### src/rtl/alu_pkg.sv
// Shared types for the ALU issue stage: ALU op codes, RV32I opcodes and the
// issue payload carried from decode to execute.
package alu_pkg;

  localparam int unsigned XLEN = 32;

  typedef enum logic [3:0] {
    ALU_ADD  = 4'd0,
    ALU_SUB  = 4'd1,
    ALU_SLL  = 4'd2,
    ALU_SLT  = 4'd3,
    ALU_SLTU = 4'd4,
    ALU_XOR  = 4'd5,
    ALU_SRL  = 4'd6,
    ALU_SRA  = 4'd7,
    ALU_OR   = 4'd8,
    ALU_AND  = 4'd9
  } alu_op_e;

  localparam logic [6:0] OPC_OP     = 7'b0110011;
  localparam logic [6:0] OPC_OP_IMM = 7'b0010011;
  localparam logic [6:0] OPC_LUI    = 7'b0110111;
  localparam logic [6:0] OPC_AUIPC  = 7'b0010111;

  typedef struct packed {
    logic [XLEN-1:0] a;
    logic [XLEN-1:0] b;
    alu_op_e         op;
    logic [4:0]      rd;
    logic            we;
    logic            illegal;
  } issue_pkt_t;

  function automatic logic is_shift_op(input alu_op_e op);
    return (op == ALU_SLL) || (op == ALU_SRL) || (op == ALU_SRA);
  endfunction

endpackage

### src/rtl/issue_skid_buffer.sv
// Two-entry skid buffer over issue_pkt_t. Ready is registered from the
// occupancy state, so out_ready_i never reaches in_ready_o combinationally.
module issue_skid_buffer
  import alu_pkg::*;
(
  input  logic       clk_i,
  input  logic       rst_ni,
  input  logic       flush_i,
  input  logic       in_valid_i,
  output logic       in_ready_o,
  input  issue_pkt_t in_pkt_i,
  output logic       out_valid_o,
  input  logic       out_ready_i,
  output issue_pkt_t out_pkt_o
);

  typedef enum logic [1:0] {
    S_EMPTY = 2'd0,
    S_ONE   = 2'd1,
    S_TWO   = 2'd2
  } skid_state_e;

  skid_state_e r_state;
  skid_state_e w_state_nxt;
  issue_pkt_t  r_out_pkt;
  issue_pkt_t  r_skid_pkt;
  logic        r_out_valid;
  logic        r_in_ready;
  logic        w_in_fire;
  logic        w_out_fire;
  logic        w_load_in_to_out;
  logic        w_load_in_to_skid;
  logic        w_load_skid_to_out;

  assign w_in_fire  = in_valid_i && r_in_ready;
  assign w_out_fire = r_out_valid && out_ready_i;

  // Next occupancy and which register gets loaded; flush wins over everything.
  always_comb begin
    w_state_nxt        = r_state;
    w_load_in_to_out   = 1'b0;
    w_load_in_to_skid  = 1'b0;
    w_load_skid_to_out = 1'b0;
    if (flush_i) begin
      w_state_nxt = S_EMPTY;
    end else begin
      case (r_state)
        S_EMPTY: begin
          if (w_in_fire) begin
            w_state_nxt      = S_ONE;
            w_load_in_to_out = 1'b1;
          end else begin
            w_state_nxt = S_EMPTY;
          end
        end
        S_ONE: begin
          if (w_in_fire && w_out_fire) begin
            w_state_nxt      = S_ONE;
            w_load_in_to_out = 1'b1;
          end else if (w_in_fire) begin
            w_state_nxt       = S_TWO;
            w_load_in_to_skid = 1'b1;
          end else if (w_out_fire) begin
            w_state_nxt = S_EMPTY;
          end else begin
            w_state_nxt = S_ONE;
          end
        end
        S_TWO: begin
          if (w_out_fire) begin
            w_state_nxt        = S_ONE;
            w_load_skid_to_out = 1'b1;
          end else begin
            w_state_nxt = S_TWO;
          end
        end
        default: begin
          w_state_nxt = S_EMPTY;
        end
      endcase
    end
  end

  // State, handshake flags and payload registers.
  always_ff @(posedge clk_i or negedge rst_ni) begin
    if (!rst_ni) begin
      r_state     <= S_EMPTY;
      r_out_valid <= 1'b0;
      r_in_ready  <= 1'b1;
      r_out_pkt   <= '0;
      r_skid_pkt  <= '0;
    end else begin
      r_state     <= w_state_nxt;
      r_out_valid <= (w_state_nxt != S_EMPTY);
      r_in_ready  <= (w_state_nxt != S_TWO);
      if (w_load_in_to_out) begin
        r_out_pkt <= in_pkt_i;
      end else if (w_load_skid_to_out) begin
        r_out_pkt <= r_skid_pkt;
      end else begin
        r_out_pkt <= r_out_pkt;
      end
      if (w_load_in_to_skid) begin
        r_skid_pkt <= in_pkt_i;
      end else begin
        r_skid_pkt <= r_skid_pkt;
      end
    end
  end

  assign in_ready_o  = r_in_ready;
  assign out_valid_o = r_out_valid;
  assign out_pkt_o   = r_out_pkt;

endmodule

### src/rtl/alu_issue_stage.sv
// RV32I ALU-class decode and issue: builds operands and op code from the
// instruction and hands them to execute through a two-entry skid buffer.
module alu_issue_stage
  import alu_pkg::*;
#(
  parameter int unsigned DATA_WIDTH = 32,
  parameter int unsigned OP_WIDTH   = 4
) (
  input  logic                  clk_i,
  input  logic                  rst_ni,
  input  logic                  in_valid_i,
  output logic                  in_ready_o,
  input  logic [31:0]           instr_i,
  input  logic [DATA_WIDTH-1:0] pc_i,
  input  logic [DATA_WIDTH-1:0] rs1_data_i,
  input  logic [DATA_WIDTH-1:0] rs2_data_i,
  input  logic                  flush_i,
  output logic                  out_valid_o,
  input  logic                  out_ready_i,
  output logic [DATA_WIDTH-1:0] a_o,
  output logic [DATA_WIDTH-1:0] b_o,
  output logic [OP_WIDTH-1:0]   op_o,
  output logic [4:0]            rd_o,
  output logic                  we_o,
  output logic                  illegal_o
);

  function automatic issue_pkt_t decode_instr(
    input logic [31:0]     instr,
    input logic [XLEN-1:0] pc,
    input logic [XLEN-1:0] rs1,
    input logic [XLEN-1:0] rs2
  );
    issue_pkt_t p;
    logic       legal;
    logic [2:0] f3;
    logic [6:0] f7;
    alu_op_e    base_op;
    f3 = instr[14:12];
    f7 = instr[31:25];
    case (f3)
      3'b000:  base_op = ALU_ADD;
      3'b001:  base_op = ALU_SLL;
      3'b010:  base_op = ALU_SLT;
      3'b011:  base_op = ALU_SLTU;
      3'b100:  base_op = ALU_XOR;
      3'b101:  base_op = ALU_SRL;
      3'b110:  base_op = ALU_OR;
      3'b111:  base_op = ALU_AND;
      default: base_op = ALU_ADD;
    endcase
    p     = '0;
    p.rd  = instr[11:7];
    p.op  = ALU_ADD;
    legal = 1'b0;
    case (instr[6:0])
      OPC_OP: begin
        p.a = rs1;
        p.b = rs2;
        if (f7 == 7'b0000000) begin
          legal = 1'b1;
          p.op  = base_op;
        end else if (f7 == 7'b0100000 && f3 == 3'b000) begin
          legal = 1'b1;
          p.op  = ALU_SUB;
        end else if (f7 == 7'b0100000 && f3 == 3'b101) begin
          legal = 1'b1;
          p.op  = ALU_SRA;
        end else begin
          legal = 1'b0;
        end
      end
      OPC_OP_IMM: begin
        p.a  = rs1;
        p.b  = {{(XLEN-12){instr[31]}}, instr[31:20]};
        p.op = base_op;
        // Shift immediates reuse imm[11:5] as a funct7-style qualifier.
        if (f3 == 3'b001) begin
          legal = (f7 == 7'b0000000);
        end else if (f3 == 3'b101) begin
          legal = (f7 == 7'b0000000) || (f7 == 7'b0100000);
          p.op  = (f7 == 7'b0100000) ? ALU_SRA : ALU_SRL;
        end else begin
          legal = 1'b1;
        end
      end
      OPC_LUI: begin
        legal = 1'b1;
        p.a   = '0;
        p.b   = {instr[31:12], 12'b0};
      end
      OPC_AUIPC: begin
        legal = 1'b1;
        p.a   = pc;
        p.b   = {instr[31:12], 12'b0};
      end
      default: begin
        legal = 1'b0;
      end
    endcase
    if (!legal) begin
      p.a  = '0;
      p.b  = '0;
      p.op = ALU_ADD;
    end else if (is_shift_op(p.op)) begin
      p.b[XLEN-1:5] = '0;
    end else begin
      p.b = p.b;
    end
    p.illegal = !legal;
    p.we      = legal && (p.rd != 5'd0);
    return p;
  endfunction

  issue_pkt_t w_dec_pkt;
  issue_pkt_t w_out_pkt;

  assign w_dec_pkt = decode_instr(instr_i, pc_i, rs1_data_i, rs2_data_i);

  issue_skid_buffer u_skid (
    .clk_i       (clk_i),
    .rst_ni      (rst_ni),
    .flush_i     (flush_i),
    .in_valid_i  (in_valid_i),
    .in_ready_o  (in_ready_o),
    .in_pkt_i    (w_dec_pkt),
    .out_valid_o (out_valid_o),
    .out_ready_i (out_ready_i),
    .out_pkt_o   (w_out_pkt)
  );

  assign a_o       = w_out_pkt.a;
  assign b_o       = w_out_pkt.b;
  assign op_o      = w_out_pkt.op;
  assign rd_o      = w_out_pkt.rd;
  assign we_o      = w_out_pkt.we;
  assign illegal_o = w_out_pkt.illegal;

endmodule

### config.mk
export PLATFORM = sky130hd
export DESIGN_NAME = alu_issue_stage
export DESIGN_NICKNAME = d
export VERILOG_FILES = /design/src/rtl/alu_pkg.sv /design/src/rtl/issue_skid_buffer.sv /design/src/rtl/alu_issue_stage.sv
export SDC_FILE = /design/constraint.sdc
export NUM_CORES = 1
export LEC_CHECK = 0
export CAP_MARGIN = 20
export CORE_MARGIN = 2
export CORE_UTILIZATION = 55
export CTS_BUF_LIST = sky130_fd_sc_hd__clkbuf_8
export DETAILED_ROUTE_END_ITERATION = 10
export DONT_BUFFER_PORTS = 1
export PLACE_DENSITY = 0.7
export SETUP_SLACK_MARGIN = 0.02
export SLEW_MARGIN = 30
export SYNTH_ARGS = -nofsm -noshare
export SYNTH_HDL_FRONTEND = slang
export SYNTH_SLANG_ARGS = --single-unit
### constraint.sdc
create_clock -name clk_i -period 2.7 [get_ports clk_i]
set_input_delay 0.27 -clock clk_i [delete_from_list [all_inputs] [get_ports clk_i]]
set_output_delay 0.27 -clock clk_i [all_outputs]
set_load 0.02 [all_outputs]
==> impl_summary.txt <==
----------------------------------------------------
[Status]
  Status ... finished with violations
  Violations in the final reports ... hold timing

[Global route]
  Total congestion overflow ... 0
  Antenna violations before repair ... 1
  Wire length of the first global-routing pass ... 36,200 µm
  Pin count of the biggest net entering global routing ... 155
  Number of global-route vias before repair ... ~6,700
  Global router's overall resource usage ... 0.286

[Synth]
  Largest family of logic cells by synthesized area ... compound AO/OA/AOI/OAI gates
  Synthesized-area fraction occupied by adder cells ... 0.00926
  Share of flip-flops with an asynchronous set or reset after synthesis ... 1.00
  Count of flip-flops with a built-in enable after synthesis ... 0
  Post-synthesis share of cell area spent on xor and xnor gates ... 0
  Portion of netlist area occupied by mux cells ... 0.0532
  Synthesized flop and latch total ... approximately 150
  Leading register cell type out of synthesis ... sky130_fd_sc_hd__dfrtp_1
  Cell variety after synth ... 53
  Syn_nets ... 952
  Cell count after synthesis ... about 810
  Synthesized-area fraction occupied by and/or/nand/nor cells ... 0.116
  Yosys warning count ... 0
  Synth Area per Inst ... 9.97 µm²
  Synthesized cell area ... slightly above 8000 µm²
  Compound-cell area share of the yosys netlist ... 0.297
  Seq/Total Area, Yosys ... 0.475

[Floorplanning]
  Count of standard-cell rows ... 44
  Top Ports ... 210
  Initial Util ... 0.560
  Total core area ... between 10,000 and 15,000 µm²
  Horiz. Die Dim ... 125 µm
  Die H ... about 130 µm
  Area enclosed by the die boundary ... around 16,000 µm²

[Placed design]
  Hpwl dp ... between 10,000 and 15,000 µm
  Placer's final routability congestion estimate ... 0.831
  Input/output buffers ... 0

[Critical path]
  Critical setup path kind ... reg -> reg
  Arrival time worst endpoint ... 2.90 ns
  CP Launch Type ... flip-flop
  Endpoint class of the critical path ... flip-flop
  Data required time at the worst endpoint ... 3.04 ns
  Highest net fanout along the worst path ... 27

[STA]
  Setup Skew ... roughly 0.0093 ns
  Minimum hold slack ... -0.499 ns
  Rel. slew slack ... 0.393
  Period utilisation layout ... 0.947
  Final sum of negative setup slack ... 0 ns
  Number of pins exceeding their max-slew limit in the final report ... 0
  Time the final worst path needs with I/O delays and setup ... 2.56 ns
  Highest attainable clock frequency ... 391 MHz
  Slew at the pin closest to its max-slew limit ... 0.911 ns
  Setup repair after global routing missed its margin ... no
  Final setup violation count ... 0
  Final Hold Viols ... 154

[Drt]
  Routed vias/inst ... 7.00
  DRC violations left ... 0
  First-pass DRT Iterations ... 5
  Vias after detailed routing ... 6,819
  Remaining antenna violation count after routing ... 0
  Drt total wl ... between 20,000 and 25,000 µm
  Avg WL per Cell ... about 24 µm
  Iteration-0 DRC Markers ... ~650

[Finish]
  Top library cells by usage in the layout, fill and taps aside ... 153 x sky130_fd_sc_hd__dfrtp_1, 118 x sky130_fd_sc_hd__nand2_1, 86 x sky130_fd_sc_hd__o21ai_0
  Number of nets in the finished design ... 916
  Fillers ... 1,269
  Final core occ ... 0.604
  Share of post-route cells with drive strength above 1 ... 0.138
  Area used by multi-input combinational logic ... 3920 µm²
  Most common cell after layout, fill and taps aside ... sky130_fd_sc_hd__dfrtp_1
  Area delta synth->final ... 7.81%
  Combined flip-flop and latch cell area ... 3850 µm²
  N_diodes ... 0

[Clocking]
  Inserted Clock Buffers ... 17
  Max H-tree Level ... 4
  Clock Sink Count ... 154
  Insertion delay to the later sink of the worst-skew pair ... ~0.45 ns
  Clock slew seen by the registers of the worst setup and hold paths ... ~0.090 ns
  Post-CTS sizing ... 0
  TritonCTS clock tree ... done
  Maximum count of clock buffers along a single path ... 2
  Clk Tree Root Cell ... sky130_fd_sc_hd__clkbuf_8

[Power and ir drop]
  Total power divided by cell area ... 525 nW/µm²
  Leak ... 3.61 nW
  Worst supply voltage drop on vdd ... around 0.26 mV

[Worst hold path]
  Min-Delay Path Class ... in -> async

[Run]
  Total of max-cap violations ... 0

----------------------------------------------------
-- metrics by stage --
stage               setup WS (ns)  cell area (µm²)  hold WS [ns]  power (mW)  cells
floorplan                   0.352             8110       -0.0256        2.68    813
global placement            0.255             8250       -0.0222        2.75    935
detailed placement          0.170             8250       -0.0223        2.76    935
CTS                         0.145             8730        -0.523        4.63    973
global route               0.0286             8740        -0.536        4.77    974
finish                      0.142             8740        -0.499        4.59    974
-- registers in the layout (all words and copies together) (netlist names) --
| signal | count |
|---|---|
| u_skid.out_pkt_o | 75 |
| u_skid.r_state | 2 |
| u_skid.out_valid_o | 1 |
| u_skid.in_ready_o | 1 |
| u_skid.r_skid_pkt | 75 |
-- power breakdown --
part / total, mW / internal (mW) / switching [mW]
Combinational: 0.286 / 0.102 / 0.185
Clock: 1.87 / 0.936 / 0.934
Sequential: 2.44 / 2.37 / 0.0698
Total: 4.59 / 3.41 / 1.19
-- cell type report --
cell class              count  area share
clock buffers              17      0.0268
repair buffers             30      0.0335
flip-flops and latches    154       0.441
inverters                   6     0.00258
clock inverters            15      0.0216
well taps                 184      0.0263
multi-input cells         568       0.448
-- layer usage --
layer  up-vias  track usage  wire length (µm)  share of wire
met5         -            0                 0              0
met4         0       0.0745               174         0.0076
met3        19        0.101              2210          0.096
met2       315        0.466             11400           0.50
met1      3417        0.367              9140           0.40
li1       3068            -                 -              -
-- worst paths after layout --
check / from / to / slack, ns / depth (start not counted)
min in group clk_i: instr_i[13] / u_skid.r_skid_pkt[10] / 0.04 / 2
max reg2reg: u_skid.in_ready_o / u_skid.out_pkt_o[22] / 0.14 / 7
max: u_skid.in_ready_o / u_skid.out_pkt_o[22] / 0.14 / 7
min: rst_ni / u_skid.out_pkt_o[43] / -0.50 / 0
min reg2reg: u_skid.r_skid_pkt[9] / u_skid.r_skid_pkt[9] / 0.49 / 2
max in group asynchronous: rst_ni / u_skid.out_pkt_o[67] / 2.89 / 0
-- Yosys cell counts, types with 2 or more instances --
cell type,count,area share
sky130_fd_sc_hd__nor3_2,2,0.0025
sky130_fd_sc_hd__nor4b_1,2,0.0022
sky130_fd_sc_hd__or4_1,4,0.0037
sky130_fd_sc_hd__nand2_1,119,0.055
sky130_fd_sc_hd__a31o_2,2,0.0022
sky130_fd_sc_hd__a32oi_1,55,0.059
sky130_fd_sc_hd__a31oi_1,6,0.0046
sky130_fd_sc_hd__or2_2,2,0.0015
sky130_fd_sc_hd__dfrtp_1,153,0.47
sky130_fd_sc_hd__nand2b_1,7,0.0054
sky130_fd_sc_hd__mux2i_1,6,0.0074
sky130_fd_sc_hd__inv_1,6,0.0028
sky130_fd_sc_hd__and4_1,2,0.0022
sky130_fd_sc_hd__o21ai_1,2,0.0012
sky130_fd_sc_hd__o31ai_1,53,0.049
sky130_fd_sc_hd__nand3b_1,5,0.0046
sky130_fd_sc_hd__a22o_1,32,0.035
sky130_fd_sc_hd__nor3_1,3,0.0019
sky130_fd_sc_hd__a21oi_1,8,0.0049
sky130_fd_sc_hd__and3_1,9,0.0069
sky130_fd_sc_hd__buf_6,4,0.0056
sky130_fd_sc_hd__a221oi_1,19,0.021
sky130_fd_sc_hd__mux2_2,33,0.046
sky130_fd_sc_hd__buf_2,18,0.011
sky130_fd_sc_hd__nor4_1,2,0.0015
sky130_fd_sc_hd__nor2b_1,4,0.0031
sky130_fd_sc_hd__nand3_1,5,0.0031
sky130_fd_sc_hd__a211o_1,2,0.0022
sky130_fd_sc_hd__buf_1,2,0.00093
sky130_fd_sc_hd__a221o_1,19,0.023
sky130_fd_sc_hd__nor2_1,15,0.0069
sky130_fd_sc_hd__clkbuf_1,60,0.028
sky130_fd_sc_hd__o21ai_0,86,0.053
sky130_fd_sc_hd__and2_1,8,0.0062
sky130_fd_sc_hd__ha_1,6,0.0093
sky130_fd_sc_hd__a22oi_1,35,0.032
-- critical path: stages (launching register included) --
cell and delay (ns):
sky130_fd_sc_hd__dfstp_2 0.61, sky130_fd_sc_hd__and2_1 0.22, sky130_fd_sc_hd__ha_1 0.17, sky130_fd_sc_hd__nand2_1 0.06, sky130_fd_sc_hd__a211o_2 0.35, sky130_fd_sc_hd__or4_1 0.52
sky130_fd_sc_hd__buf_4 0.26, sky130_fd_sc_hd__o31ai_1 0.27
-- what timing repair did --
action,in CTS,in global routing
endpoints found under the hold margin,166,155
hold buffers,6,1
buffers inserted,0,0
-- cells by family after synthesis --
| family | count (synthesis) |
|---|---|
| buffers and inverters | 91 |
| AO/OA/AOI/OAI | 327 |
| flip-flops | 154 |
| multiplexers | 39 |
| AND/OR/NAND/NOR | 196 |
| adder cells (fa/ha/maj) | 6 |
(Power assumes the default switching activity.)
